--- src/rtl/tour_pkg.sv ---
// rtl/tour_pkg.sv - shared constants and FSM state type for the knight's tour command scheduler
package tour_pkg;

   // Command opcodes carried in cmd[15:12]
   localparam logic [3:0] OP_MOVE    = 4'h2;
   localparam logic [3:0] OP_FANFARE = 4'h3;

   // Headings carried in cmd[11:4]
   localparam logic [7:0] HDG_N = 8'h00;
   localparam logic [7:0] HDG_W = 8'h3F;
   localparam logic [7:0] HDG_S = 8'h7F;
   localparam logic [7:0] HDG_E = 8'hBF;

   // Response bytes returned to the UART wrapper
   localparam logic [7:0] RESP_DONE = 8'hA5;
   localparam logic [7:0] RESP_POS  = 8'h5A;

   // Sequencer states: each move is a vertical leg then a horizontal leg
   typedef enum logic [2:0] {
      ST_IDLE   = 3'd0,
      ST_VERT   = 3'd1,
      ST_WAIT_V = 3'd2,
      ST_HORZ   = 3'd3,
      ST_WAIT_H = 3'd4
   } tour_state_e;

   // Assemble a 16-bit drive command from an opcode and a {heading, squares} leg
   function automatic logic [15:0] make_cmd(input logic [3:0] op, input logic [11:0] leg);
      return {op, leg};
   endfunction

endpackage

--- src/rtl/tour_move_decode.sv ---
// rtl/tour_move_decode.sv - splits a one-hot knight move into vertical and horizontal {heading, squares} legs
module tour_move_decode
   import tour_pkg::*;
(
   input  logic [7:0]  move,
   output logic [11:0] vert_leg,
   output logic [11:0] horz_leg,
   output logic        illegal
);

   // One-hot move table; anything that is not exactly one bit is flagged illegal
   always_comb begin
      vert_leg = {HDG_N, 4'd0};
      horz_leg = {HDG_E, 4'd0};
      illegal  = 1'b0;
      case (move)
         8'h01:   begin vert_leg = {HDG_N, 4'd2}; horz_leg = {HDG_E, 4'd1}; end // (+1,+2)
         8'h02:   begin vert_leg = {HDG_N, 4'd2}; horz_leg = {HDG_W, 4'd1}; end // (-1,+2)
         8'h04:   begin vert_leg = {HDG_N, 4'd1}; horz_leg = {HDG_W, 4'd2}; end // (-2,+1)
         8'h08:   begin vert_leg = {HDG_S, 4'd1}; horz_leg = {HDG_W, 4'd2}; end // (-2,-1)
         8'h10:   begin vert_leg = {HDG_S, 4'd2}; horz_leg = {HDG_W, 4'd1}; end // (-1,-2)
         8'h20:   begin vert_leg = {HDG_S, 4'd2}; horz_leg = {HDG_E, 4'd1}; end // (+1,-2)
         8'h40:   begin vert_leg = {HDG_S, 4'd1}; horz_leg = {HDG_E, 4'd2}; end // (+2,-1)
         8'h80:   begin vert_leg = {HDG_N, 4'd1}; horz_leg = {HDG_E, 4'd2}; end // (+2,+1)
         default: illegal = 1'b1;
      endcase
   end

endmodule

--- src/rtl/tour_cmd_sched.sv ---
// rtl/tour_cmd_sched.sv - sequences tour moves into drive commands and muxes the UART path into cmd_proc (option: TOUR_FANFARE_EN)
module tour_cmd_sched #(
   parameter int NUM_MOVES = 24
) (
   input  logic        clk,
   input  logic        rst,
   input  logic        start_tour,
   input  logic [7:0]  move,
   output logic [4:0]  mv_indx,
   input  logic [15:0] cmd_UART,
   input  logic        cmd_rdy_UART,
   output logic        clr_cmd_rdy_UART,
   output logic [15:0] cmd,
   output logic        cmd_rdy,
   input  logic        clr_cmd_rdy,
   input  logic        send_resp,
   output logic [7:0]  resp,
   output logic        tour_busy,
   output logic        tour_err
);

   import tour_pkg::*;

   localparam logic [4:0] LAST_IDX = 5'(NUM_MOVES - 1);

`ifdef TOUR_FANFARE_EN
   localparam logic [3:0] OP_HORZ = OP_FANFARE;
`else
   localparam logic [3:0] OP_HORZ = OP_MOVE;
`endif

   tour_state_e state_q, state_d;
   logic [4:0]  mv_indx_q, mv_indx_d;
   logic [15:0] cmd_q, cmd_d;
   logic        cmd_rdy_q, cmd_rdy_d;
   logic        tour_err_q, tour_err_d;

   logic [11:0] vert_leg;
   logic [11:0] horz_leg;
   logic        illegal;

   tour_move_decode u_decode (
      .move     (move),
      .vert_leg (vert_leg),
      .horz_leg (horz_leg),
      .illegal  (illegal)
   );

   // State, index and registered tour command
   always_ff @(posedge clk or posedge rst) begin
      if (rst) begin
         state_q    <= ST_IDLE;
         mv_indx_q  <= 5'd0;
         cmd_q      <= 16'h0000;
         cmd_rdy_q  <= 1'b0;
         tour_err_q <= 1'b0;
      end else begin
         state_q    <= state_d;
         mv_indx_q  <= mv_indx_d;
         cmd_q      <= cmd_d;
         cmd_rdy_q  <= cmd_rdy_d;
         tour_err_q <= tour_err_d;
      end
   end

   // Next-state logic; move memory is addressed by mv_indx_q, so a leg can only be
   // decoded once the index register already points at its move
   always_comb begin
      state_d    = state_q;
      mv_indx_d  = mv_indx_q;
      cmd_d      = cmd_q;
      cmd_rdy_d  = cmd_rdy_q;
      tour_err_d = 1'b0;
      case (state_q)
         ST_IDLE: begin
            // Index is always 0 in IDLE, so move[0] is on the bus right now
            if (start_tour) begin
               mv_indx_d = 5'd0;
               if (illegal) begin
                  tour_err_d = 1'b1;
               end else begin
                  state_d   = ST_VERT;
                  cmd_d     = make_cmd(OP_MOVE, vert_leg);
                  cmd_rdy_d = 1'b1;
               end
            end
         end
         ST_VERT: begin
            if (!cmd_rdy_q) begin
               // Arrived from WAIT_H with a fresh index: sample the new move now
               if (illegal) begin
                  tour_err_d = 1'b1;
                  state_d    = ST_IDLE;
                  mv_indx_d  = 5'd0;
               end else begin
                  cmd_d     = make_cmd(OP_MOVE, vert_leg);
                  cmd_rdy_d = 1'b1;
               end
            end else if (clr_cmd_rdy) begin
               cmd_rdy_d = 1'b0;
               state_d   = ST_WAIT_V;
            end
         end
         ST_WAIT_V: begin
            if (send_resp) begin
               state_d   = ST_HORZ;
               cmd_d     = make_cmd(OP_HORZ, horz_leg);
               cmd_rdy_d = 1'b1;
            end
         end
         ST_HORZ: begin
            if (clr_cmd_rdy) begin
               cmd_rdy_d = 1'b0;
               state_d   = ST_WAIT_H;
            end
         end
         ST_WAIT_H: begin
            if (send_resp) begin
               if (mv_indx_q == LAST_IDX) begin
                  state_d   = ST_IDLE;
                  mv_indx_d = 5'd0;
               end else begin
                  state_d   = ST_VERT;
                  mv_indx_d = mv_indx_q + 5'd1;
               end
            end
         end
         default: begin
            state_d   = ST_IDLE;
            mv_indx_d = 5'd0;
            cmd_rdy_d = 1'b0;
         end
      endcase
   end

   // Output mux: UART owns cmd_proc in IDLE, the tour owns it otherwise
   always_comb begin
      cmd              = cmd_q;
      cmd_rdy          = cmd_rdy_q;
      clr_cmd_rdy_UART = 1'b0;
      resp             = RESP_POS;
      if (state_q == ST_IDLE) begin
         cmd              = cmd_UART;
         cmd_rdy          = cmd_rdy_UART;
         clr_cmd_rdy_UART = clr_cmd_rdy;
         resp             = RESP_DONE;
      end else if (state_q == ST_WAIT_H && mv_indx_q == LAST_IDX) begin
         resp = RESP_DONE;
      end
   end

   assign mv_indx   = mv_indx_q;
   assign tour_busy = (state_q != ST_IDLE);
   assign tour_err  = tour_err_q;

endmodule

--- config.mk ---
export PLATFORM = sky130hd
export DESIGN_NAME = tour_cmd_sched
export DESIGN_NICKNAME = d
export VERILOG_FILES = /design/src/rtl/tour_pkg.sv /design/src/rtl/tour_move_decode.sv /design/src/rtl/tour_cmd_sched.sv
export SDC_FILE = /design/constraint.sdc
export NUM_CORES = 1
export LEC_CHECK = 0
export ABC_AREA = 0
export CAP_MARGIN = 10
export CORE_MARGIN = 1.5
export CORE_UTILIZATION = 45
export CTS_BUF_LIST = sky130_fd_sc_hd__clkbuf_8 sky130_fd_sc_hd__clkbuf_16
export DETAILED_ROUTE_END_ITERATION = 10
export DONT_BUFFER_PORTS = 1
export PLACE_DENSITY = 0.71
export SYNTH_ARGS = -nofsm -noshare
export SYNTH_HDL_FRONTEND = slang
export SYNTH_SLANG_ARGS = --single-unit
--- constraint.sdc ---
create_clock -name clk -period 1.9 [get_ports clk]
set_input_delay 0.095 -clock clk [delete_from_list [all_inputs] [get_ports clk]]
set_output_delay 0.095 -clock clk [all_outputs]
set_load 0.05 [all_outputs]
### Word-level counts from Yosys, hierarchy flattened

Cells that the tools add are included.

* memories: 0
* register bits after elaboration: 26
* bits in latches: 0
* input port bits: 30
* memory bits (read-only): 0
* memory bits (writable): 0
* output and inout bits: 33

* $mul: 0
* reductions and logical operators: 18
* magnitude comparators: 0
* mux-type cells: 40
* shift operators: 0
* add/subtract/negate cells: 1
* equality and inequality tests: 22
* div/mod/pow operators: 0
* bitwise logic cells: 2

Operators by type and width (number)
* two-way mux 16 bit: 5
* one-hot mux 12 bit (4 select lines): 1
* one-hot mux 16 bit (3 select lines): 1
* one-hot mux 11 bit (4 select lines): 1
* two-way mux 5 bit: 5
* two-way mux 3 bit: 8
* one-hot mux 5 bit (4 select lines): 1
* OR reduction 2 bit: 9
* two-way mux 8 bit: 2
* one-hot mux 3 bit (5 select lines): 1
* inequality test 2 bit (second input constant): 7
* two-way mux 1 bit: 13
* AND reduction 5 bit: 2
* equality test 8 x 1 -> 1 bit (second input constant): 1
* equality test 8 x 2 -> 1 bit (second input constant): 1
* equality test 8 x 3 -> 1 bit (second input constant): 1
* equality test 8 x 4 -> 1 bit (second input constant): 1
* equality test 8 x 5 -> 1 bit (second input constant): 1
* equality test 8 x 6 -> 1 bit (second input constant): 1
* equality test 8 x 7 -> 1 bit (second input constant): 1
* equality test 8 bit (second input constant): 1
* OR reduction 8 bit: 1
* AND reduction 7 bit: 1
* equality test 3 x 2 -> 1 bit (second input constant): 2
* 12 further kinds: 15

### Depth between registers and ports, before layout

Gate-level depths: netlist of the first run.

* depth after elaboration: 6
* depth in mapped cells: 7

### By module

From an unflattened synthesis of the first run, not the netlist that was laid out.

* cells, all modules: 208
* area, all modules: 1826.8 µm²

Modules (own cells, without submodules)
* tour_cmd_sched: times used 1, cells each 157, area each 1490.2 µm², sequential area each 575.6 µm²
* tour_move_decode: times used 1, cells each 51, area each 336.6 µm², sequential area each 0.0 µm²

### Worst setup path after synthesis of the first run

OpenSTA, ideal clock, no wires.

* path type: register -> output
* start: reg mv_indx_q[0] (netlist: mv_indx[0])
* end: out resp[2]
* arrival time: 2.361 ns
* buffers on the path: 1
* data required time: 1.805 ns
* cell stages (with the launch flop): 7
* slack: -0.556 ns
* path through: dfrtp_1 ha_1 nand4b_1 nand2_1 nand2_1 inv_1 buf_4

* word-level cells in the longest chain between the ends: 4

RTL lines
* start, declared: line tour_cmd_sched.sv:33 `logic [4:0] mv_indx_q, mv_indx_d;`
* start signal, assigned: line tour_cmd_sched.sv:59 `mv_indx_q <= mv_indx_d;`
* equality test 5 bit: line tour_cmd_sched.sv:147 `end else if (state_q == ST_WAIT_H && mv_indx_q == LAST_IDX) begin`
* logical AND 1 bit: line tour_cmd_sched.sv:147
* two-way mux 8 bit: line tour_cmd_sched.sv:147
* two-way mux 8 bit: line tour_cmd_sched.sv:142 `if (state_q == ST_IDLE) begin`
* end, declared: line tour_cmd_sched.sv:17 `output logic [7:0] resp,`

No other way between the ends.

### Worst setup path after layout of the first run

* start: reg state_q[0]
* end: out cmd[6]

* word-level cells in the longest chain between the ends: 2

RTL lines
* start, declared: line tour_cmd_sched.sv:32 `tour_state_e state_q, state_d;`
* start signal, assigned: line tour_cmd_sched.sv:58 `state_q <= state_d;`
* logical NOT 3 bit: line tour_cmd_sched.sv:142
* two-way mux 16 bit: line tour_cmd_sched.sv:142
* end, declared: line tour_cmd_sched.sv:13 `output logic [15:0] cmd,`

No other way between the ends.

==> metrics.txt, run 1 <==
Synth async-reset ratio=100%; # diodes=0; period utilization=95.2%; #FFs+latches synth=16; total grt overflow=0; Detail Route Antenna Nets=0; Post-Syn Instances=169; register area share after synthesis=29.3%; share of cells above drive strength 1=28.2%; R2R cell count=4; Critical Path Source Type=flop; CTS buffer count=3; Die Span Y=58.1 um; commonest cells after routing, fill and taps aside=22 x buf_4, 17 x nor2_1, 15 x o21ai_0, 13 x dfrtp_1; critical path required time=1.80 ns; hpwl dp=2650 um; H-tree levels=1; Worst Setup Path Type=reg -> out; largest net degree at the start of global routing=17; Synth Warn #=0; post-synthesis instance area=1370 um^2; clock slew at reported path FFs=0.06 ns; Final Max Tran Viols=0; fmax=553 MHz; Slew Limit Headroom=58.3%; routed vias=1,325; Clock Latency Late Sink=0.25 ns; chip width=58.1 um; CTS tree=built; 1st-iter DRT viols=62; Clock Skews=0.00941 ns; Slew @ Worst Pin=0.624 ns; final hold vios=0; most common cell after layout, fill and taps aside=buf_4; P&R area growth vs syn=26.3%; vias per inst=6.05; CTS Root Cell=clkbuf_8; Routability Congestion=0.860; DRC=3; I/O Buffers=0; r2r startpoint=state_q[1]; Main synth FF type=dfrtp_1; worst reg2reg path endpoint=cmd_q[9]; CP Capture Type=primary output; fillers=245; design area=1730 um^2; Cell Rows=19; first-pass GRT wire length=5490 um; crit path to=cmd[6]; crit-path max FO=6; Post-synth EDFFs=0; Final min period=1.81 ns; CTS Buffer Depth=2; number of endpoints failing setup at the final stage=0; syn_nets=200; router iterations before antenna repair=8; worst hold-check path type=in -> reg; RSZ-0062 raised after global routing=false; clock sinks=16; failing checks=design-rule violations; initial antenna violation count=0; max-cap viol count=0; Core Area=2830 um^2; Cell variety after synth=42; vias in the first global route=1,263; WL per Instance=15.1 um; CP startpoint=state_q[0]; Initial Util=48.3%; die area=3380 um^2; I/O pin cnt=63; worst endpoint data arrival time=1.71 ns; fin nets=220; Worst R2R Setup Slack=0.14 ns; Post-DP Area=1650 um^2; routed wire length=3300 um; outcome=finished with violations; syn_area_per_cell=8.09 um^2; GRT Total Usage=20.7%
[final cells by class]
cell class                      instances  area (um^2)  share of cell area, %
Clock buffer                            3         41.3                   2.39
Sequential cell                        16          404                   23.4
Clock inverter                          1         3.75                  0.217
Inverter                                9         37.5                   2.17
Timing Repair Buffer                   32          347                   20.1
Multi-Input combinational cell        127          855                   49.5
Tap cell                               31         38.8                   2.25
[cell usage after synthesis, types with 2 or more instances]
cell type  count  area share [%]
nand2_1       10             2.7
nor2_1        17             4.7
a211o_1        3             1.9
a221oi_2       2             2.2
and2_1         6             2.7
dfrtp_1       16              29
nor3_1         7             2.6
xor2_1         4             2.6
o2bb2ai_1      2             1.3
nand4_1        3             1.4
clkbuf_1       5             1.4
o2111ai_1      2             1.3
a21oi_1        5             1.8
buf_2          4             1.5
nor2b_1        3             1.4
a32o_1         3             2.2
inv_1          9             2.5
mux2_2         5             4.1
o21ai_0       16             5.9
a21o_1         8             4.4
nor4b_1        2             1.3
and3_1         3             1.4
nand3_1        2            0.73
mux2i_1        4             2.9
buf_4          6             3.3
nand2b_1       5             2.3
nand4b_1       2             1.3
[state kept, by name (all words and copies together) (netlist names)]
signal / flops
cmd_rdy_q: 1
mv_indx: 5
tour_err: 1
state_q: 3
cmd_q: 6
[routing by layer]
| metal | global-route usage [%] | vias up | share of wire, % |
|---|---|---|---|
| met4 | 7.64 | 0 | 1.1 |
| met2 | 37.2 | 53 | 52 |
| li1 | - | 636 | - |
| met3 | 3.35 | 5 | 5.8 |
| met1 | 24.8 | 631 | 41 |
| met5 | 0 | - | 0 |
[repair_timing]
action,in CTS,in global routing
hold buffers,1,0
gates resized for setup,0,4
setup buffers,0,2
endpoints found under the hold margin,16,0
setup endpoints to repair,0,11
[worst max-delay path: stages (launching register included)]
cell and delay (ns):
dfrtp_2 0.42, buf_4 0.15, nor3_2 0.20, inv_1 0.10
and2_2 0.25, a21o_1 0.20, buf_12 0.15
[cells by family after synthesis]
family | count (synthesis) | share of synthesized area [%]
flops | 16 | 29.3
xor+xnor | 4 | 2.56
fa+ha+maj | 1 | 0.915
buf+inv | 26 | 9.70
mux | 9 | 7.04
compound gates | 48 | 25.6
simple gates | 65 | 24.9
[through the flow]
step	hold WS (ns)	setup slack (ns)	utilization, %	instances	TNS, ns
after floorplan	0.00860	-0.0296	-	169	-0.183
after global placement	0.0853	0.211	58.3	212	0
after detailed placement	0.0963	0.149	58.3	212	0
after CTS	0.0215	0.00132	60.3	217	0
after global routing	0.0360	0.0153	61.0	219	0
final	0.0237	0.0913	61.0	219	0
[how the worst min path moves through the flow]
stage | to | startpoint | slack, ns | cells past startpoint
after global routing | state_q[1] | clr_cmd_rdy | 0.04 | 2
after global placement | tour_err | rst | 0.09 | 1
after CTS | state_q[1] | clr_cmd_rdy | 0.02 | 2
after floorplan | cmd_q[0] | rst | 0.009 | 1
final | state_q[1] | clr_cmd_rdy | 0.02 | 2
after detailed placement | tour_err | rst | 0.1 | 1
Power of run 1 is not shown: default switching activity piles up to over one toggle a cycle in this logic, so the estimate is an artifact.
==> inputs of run 2 (changes only) <==
--- a/config.mk
+++ b/config.mk
@@ -5,11 +5,12 @@
 export SDC_FILE = /design/constraint.sdc
 export NUM_CORES = 1
 export LEC_CHECK = 0
-export ABC_AREA = 0
+export ABC_AREA = 1
 export CAP_MARGIN = 10
 export CORE_MARGIN = 1.5
 export CORE_UTILIZATION = 45
 export CTS_BUF_LIST = sky130_fd_sc_hd__clkbuf_8 sky130_fd_sc_hd__clkbuf_16
+export CTS_CLUSTER_SIZE = 10
 export DETAILED_ROUTE_END_ITERATION = 10
 export DONT_BUFFER_PORTS = 1
 export PLACE_DENSITY = 0.71
==> run 2 against run 1 <==
Net effect:
- the run now ends clean
- flip-flop and latch count is the same
- hold slack better by 0.057 ns
- clock skew shrank 0.0043 ns
- setup slack better by 0.066 ns
- cell area increased by 7.2%
- global-route usage is 0.16 points lower
- first-iteration DRC count shrank 11%
- core utilization is 5.5 points higher
- routed wire length decreased by 4.5%
- register-to-register slack improved by 0.14 ns
- maximum frequency up 3.8%
- largest cell class unchanged
==> metrics.txt, run 2 <==
outcome=finished clean; Final min period=1.74 ns (-0.0663 ns); top post-synthesis cells by area=dfrtp_1 30%, nand2_1 23%, inv_1 9.3%; # Post-CTS Setup Buffers=0 (unchanged); largest net degree at the start of global routing=17 (unchanged); maximum vdd ir drop=2640 uV; Core Area=2780 um^2 (-1.7%); Post-Syn Instances=224 (+33%); vias per inst=5.02 (-17%); Synth async-reset ratio=100% (unchanged); Die Span Y=57.3 um (-1.5%); fmax=574 MHz (+3.8%); Initial Util=47.6% (-0.70 points); critical path required time=1.80 ns (about the same); Main synth FF type=dfrtp_1; routed wire length=3150 um (-4.5%); DRC=0 (-3); period utilization=91.7% (-3.5 points); total grt overflow=0 (unchanged); CTS Buffer Depth=2 (unchanged); Clock Latency Late Sink=0.26 ns (about the same); Cell variety after synth=22 (-48%); GRT Total Usage=20.6% (-0.16 points); most common cell after layout, fill and taps aside=nand2_1; syn_area_per_cell=5.92 um^2 (-27%); Worst Setup Path Type=reg -> out; initial antenna violation count=0 (unchanged); Commonest cells post-synth=82 x nand2_1, 33 x inv_1, 28 x nor2_1; share of cells above drive strength 1=25.6% (-2.6 points); hpwl dp=2540 um (-4.2%); number of endpoints failing setup at the final stage=0 (unchanged); fin nets=286 (+30%); I/O Buffers=0 (unchanged); CTS tree=built; pwr dens=2150 nW/um^2; Post-synth EDFFs=0 (unchanged); total power draw=3.98 mW; Critical Path Source Type=flop; clock slew at reported path FFs=0.07 ns (about the same); router iterations before antenna repair=5 (-3); register area share after synthesis=30.2% (+0.94 points); Clock Skews=0.00509 ns (-0.00432 ns); Detail Route Antenna Nets=0 (unchanged); clock sinks=16 (unchanged); 1st-iter DRT viols=55 (-11%); vias in the first global route=1,206 (-4.5%); Slew @ Worst Pin=0.632 ns (+0.00766 ns); worst endpoint data arrival time=1.65 ns (-0.06 ns); WL per Instance=11.1 um (-27%); final hold vios=0 (unchanged); Slew Limit Headroom=57.8% (-0.51 points); first-pass GRT wire length=5370 um (-2.3%); CP Capture Type=primary output; I/O pin cnt=63 (unchanged); Routability Congestion=0.897 (+4.3%); routed vias=1,431 (+8.0%); Worst R2R Setup Slack=0.28 ns (+0.14 ns); #FFs+latches synth=16 (unchanged); chip width=57.3 um (-1.5%); max-cap viol count=0 (unchanged); P&R area growth vs syn=39.8%; CTS buffer count=3 (unchanged); RSZ-0062 raised after global routing=false; post-synthesis instance area=1330 um^2 (-3.1%); most common cell in the synthesized netlist=nand2_1; Synth Warn #=0 (unchanged); worst hold-check path type=in -> reg; area leader, netlist=dfrtp_1; max reg flops=6 (unchanged); crit-path max FO=14 (+8); commonest cells after routing, fill and taps aside=81 x nand2_1, 32 x inv_1, 21 x nor2_1, 20 x buf_4, 19 x nand3_1; largest reg by FF count=cmd_q; CTS Root Cell=clkbuf_8; # diodes=0 (unchanged); die area=3280 um^2 (-2.9%); hold slack=0.0805 ns (+0.0569 ns); Cell Rows=19 (unchanged); top cell type's share of synthesized area=30.2% (+0.94 points); syn_nets=255 (+28%); Leakage=1.00 nW; Final Max Tran Viols=0 (unchanged); H-tree levels=1 (unchanged)
==> run 2: timing repair <==
item                       in CTS  in global routing
setup endpoints to repair       0                 10
gates resized for setup         0                  5
hold endpoints to repair       16                  0
hold buffers                    1                  0
==> run 2: worst paths after layout <==
| check | start | endpoint | depth (start not counted) |
|---|---|---|---|
| max | state_q[0] | resp[7] | 8 |
| min | send_resp | state_q[2] | 3 |
| max reg2reg | state_q[1] | cmd_q[10] | 7 |
| min reg2reg | cmd_q[13] | cmd_q[13] | 2 |
| max in group asynchronous | rst | mv_indx[0] | 2 |
| min in group asynchronous | rst | mv_indx[2] | 2 |
==> run 2: per-layer routing <==
| layer | share of wire, % | GRT usage [%] | wire [um] | up-vias |
|---|---|---|---|---|
| li1 | - | - | - | 745 |
| met1 | 45 | 28.4 | 1410 | 623 |
| met2 | 46 | 32.3 | 1450 | 59 |
| met3 | 7.9 | 4.76 | 249 | 4 |
| met4 | 1.2 | 5.98 | 37 | 0 |
| met5 | 0 | 0 | 0 | - |
==> run 2: metrics by stage <==
step / TNS (ns) / cells / area (um^2) / worst slack [ns] / utilization [%]
after detailed placement: 0 / 280 / 1770 / 0.340 / 63.6
after floorplan: -1.31 / 224 / 1390 / -0.393 / -
after global placement: 0 / 280 / 1770 / 0.348 / 63.6
after global routing: 0 / 285 / 1850 / 0.0326 / 66.6
after CTS: 0 / 285 / 1830 / 0.0611 / 65.9
final: 0 / 285 / 1850 / 0.158 / 66.6
==> run 2: area by class of cell <==
type | instances | area [um^2]
fill | 268 | 930
multi-input combinational | 166 | 816
timing repair buffer | 34 | 412
sequential | 16 | 403
inverter | 34 | 128
clock buffer | 4 | 55.1
tap | 31 | 38.8
==> run 2: worst max-delay path, stage by stage (launching register included) <==
cell and delay (ns):
dfrtp_1 0.44, inv_2 0.09, nand2_4 0.07, nor2_4 0.14
inv_1 0.09, buf_12 0.17, o21ai_4 0.08, buf_6 0.16
buf_12 0.14
==> run 2: power by group <==
part | internal [mW] | total, mW | switching (mW)
sequential | 0.433 | 0.540 | 0.107
clock | 0.184 | 0.310 | 0.125
combinational | 1.06 | 3.14 | 2.08
total | 1.67 | 3.98 | 2.31
==> run 2: kinds of logic after synthesis <==
family	synth area share, %
flops	30.2
simple gates	48.2
compound gates	7.08
buf+inv	13.6
fa+ha+maj	0.944
No activity file was read; power rests on OpenSTA's default activity.
==> inputs of run 3 (changes only) <==
--- a/config.mk
+++ b/config.mk
@@ -7,13 +7,15 @@
 export LEC_CHECK = 0
 export ABC_AREA = 1
 export CAP_MARGIN = 10
+export CELL_PAD_IN_SITES_DETAIL_PLACEMENT = 2
+export CELL_PAD_IN_SITES_GLOBAL_PLACEMENT = 2
 export CORE_MARGIN = 1.5
-export CORE_UTILIZATION = 45
+export CORE_UTILIZATION = 30
 export CTS_BUF_LIST = sky130_fd_sc_hd__clkbuf_8 sky130_fd_sc_hd__clkbuf_16
 export CTS_CLUSTER_SIZE = 10
 export DETAILED_ROUTE_END_ITERATION = 10
 export DONT_BUFFER_PORTS = 1
-export PLACE_DENSITY = 0.71
+export PLACE_DENSITY = 0.89
 export SYNTH_ARGS = -nofsm -noshare
 export SYNTH_HDL_FRONTEND = slang
 export SYNTH_SLANG_ARGS = --single-unit
==> run 3 against run 2 <==
Net effect:
- the flow now finishes with violations (negative setup slack)
- die area increased by 47%
- non-clock buffer count increased by 5
- routed wire length increased by 120%
- combinational power increased by 6%
- setup slack got worse by 0.17 ns
- critical path type unchanged
- critical endpoint is now cmd[4]
==> metrics.txt, run 3 (synthesis gave the netlist of run 2 again) <==
PnR worst setup slack=-0.0128 ns (-0.170 ns); clock group share of total power=7.7% (about the same); most common cell after layout, fill and taps aside=nand2_1; I/O pin cnt=63 (unchanged); Detail Route Antenna Nets=0 (unchanged); outcome=finished with violations; commonest cells after routing, fill and taps aside=80 x nand2_1, 30 x inv_1, 29 x buf_4, 20 x nor2_1, 19 x nand3_1; GRT Total Usage=25.5% (+4.9 points); maximum vdd ir drop=876 uV (-67%); NetSw=2.63 mW (+14%); largest net degree at the start of global routing=17 (unchanged); Combinational Power Share=78.8% (about the same); CP Cell Sequence=inv_2 -> nand2_4 -> nor2_4 -> buf_4 -> buf_4 -> nand2_1 -> nand2_1 -> buf_4; clock slew at reported path FFs=0.07 ns (about the same); # diodes=0 (unchanged); worst reg2reg path endpoint=mv_indx[1]; hpwl dp=4510 um (+77%); clock sinks=16 (unchanged); P&R area growth vs syn=42.5%; I/O Buffers=0 (unchanged); crit-path most repeated cell=buf_4; routed wire length=7090 um (+120%); Clock Skews=0.00139 ns (-0.00370 ns); CTS Buffer Depth=2 (unchanged); critical path required time=1.80 ns (about the same); slowest CP cell=dfrtp_2; WL per Instance=22.9 um (+110%); design area=1890 um^2 (+2.0%); Hold Path Sink=tour_err; Worst Setup Path Type=reg -> out; Final Util=45.9% (-21 points); die area=4820 um^2 (+47%); vias per inst=5.38 (+7.2%); first-pass GRT wire length=9670 um (+80%); CP Capture Type=primary output; crit-path max FO=12 (-2); worst endpoint data arrival time=1.82 ns (+0.17 ns); Die Span Y=69.5 um (+21%); router iterations before antenna repair=4 (-1); DRC=0 (unchanged); crit path buf inv count=4 (-1); Initial Util=32.2% (-15 points); Critical Path Source Type=flop; dpl cells=298 (+6.4%); failing checks=negative setup slack; crit-path max cell delay=0.45 ns (about the same); Clock Latency Late Sink=0.26 ns (about the same); Routability Congestion=0.842 (-6.2%); Fin Setup TNS=-0.0128 ns (-0.0128 ns); 1st-iter DRT viols=75 (+36%); final hold vios=0 (unchanged); vias in the first global route=1,796 (+49%); Core Area=4120 um^2 (+48%); fillers=489 (+82%); initial antenna violation count=0 (unchanged); Post-DP Area=1730 um^2 (-1.9%); routed vias=1,663 (+16%); largest reg by FF count=cmd_q; register share of total power=13.5% (about the same); worst hold-check path type=in -> reg; Slew @ Worst Pin=0.683 ns (+0.0506 ns); fmax=523 MHz (-8.9%); chip width=69.5 um (+21%); switching share of power=62.4% (+4.4 points); period utilization=101% (+9.0 points); r2r startpoint=mv_indx[0]; Hold Path Depth=2 (-1); share of cells above drive strength 1=29.7% (+4.1 points); HP Start=start_tour; hold slack=0.0705 ns (-0.0100 ns); CTS tree=built; CTS buffer count=3 (unchanged); Leakage=1.01 nW (+1.1%); total grt overflow=0 (unchanged); Int Pwr=1.58 mW (-5.3%); fin nets=291 (+1.7%); critical path's top delay family=buffers and inverters; H-tree levels=1 (unchanged); final std cells w/o fill=309 (+8.4%); R2R cell count=10 (+3); Final min period=1.91 ns (+0.170 ns); total power draw=4.21 mW (+5.8%); Worst R2R Setup Slack=0.04 ns (-0.24 ns); pwr dens=2230 nW/um^2 (+3.7%); max reg flops=6 (unchanged); Final Max Tran Viols=0 (unchanged); CP startpoint=state_q[0]; max-cap viol count=0 (unchanged); Cell Rows=23 (+4); CTS Root Cell=clkbuf_8; Setup WS pre-CTS=0.147 ns (-0.193 ns); number of endpoints failing setup at the final stage=1 (+1); Slew Limit Headroom=54.4% (-3.4 points)
[run 3: repair_timing]
item / in CTS / in global routing
endpoints found under the hold margin: 16 / 0
setup buffers: 2 / 4
setup endpoints to repair: 14 / 28
pin swaps: 3 / 3
resized for setup: 7 / 8
hold buffers: 1 / 0
[run 3: worst max path at each step]
stage / to / slack, ns / depth (start not counted)
after floorplan: resp[3] / -0.39 / 9
after global placement: cmd[8] / 0.34 / 8
after detailed placement: cmd[9] / 0.15 / 8
after CTS: resp[6] / 0.02 / 9
after global routing: mv_indx[1] / -0.16 / 10
final: cmd[4] / -0.01 / 8
[run 3: cell type report]
class                   count  area [um^2]  area share (%)
clock buffers               4         55.1            2.92
flip-flops and latches     16          405            21.5
repair buffers             39          399            21.1
inverters                  34          128            6.76
well taps                  50         62.6            3.31
multi-input cells         166          838            44.4
[run 3: power by group through the flow]
stage	clock network (mW)	registers (mW)	logic, mW
after global placement	0	0.536	2.92
after detailed placement	0	0.555	3.07
final	0.326	0.568	3.32
after floorplan	0	0.538	2.17
after CTS	0.327	0.554	3.12
after global routing	0.338	0.581	3.47
[run 3: layer usage]
layer	track usage [%]	routed length [um]	up-vias
li1	-	-	753
met1	30.7	2810	822
met2	44.3	3570	66
met3	3.63	392	22
met4	12.2	311	0
met5	0	0	-
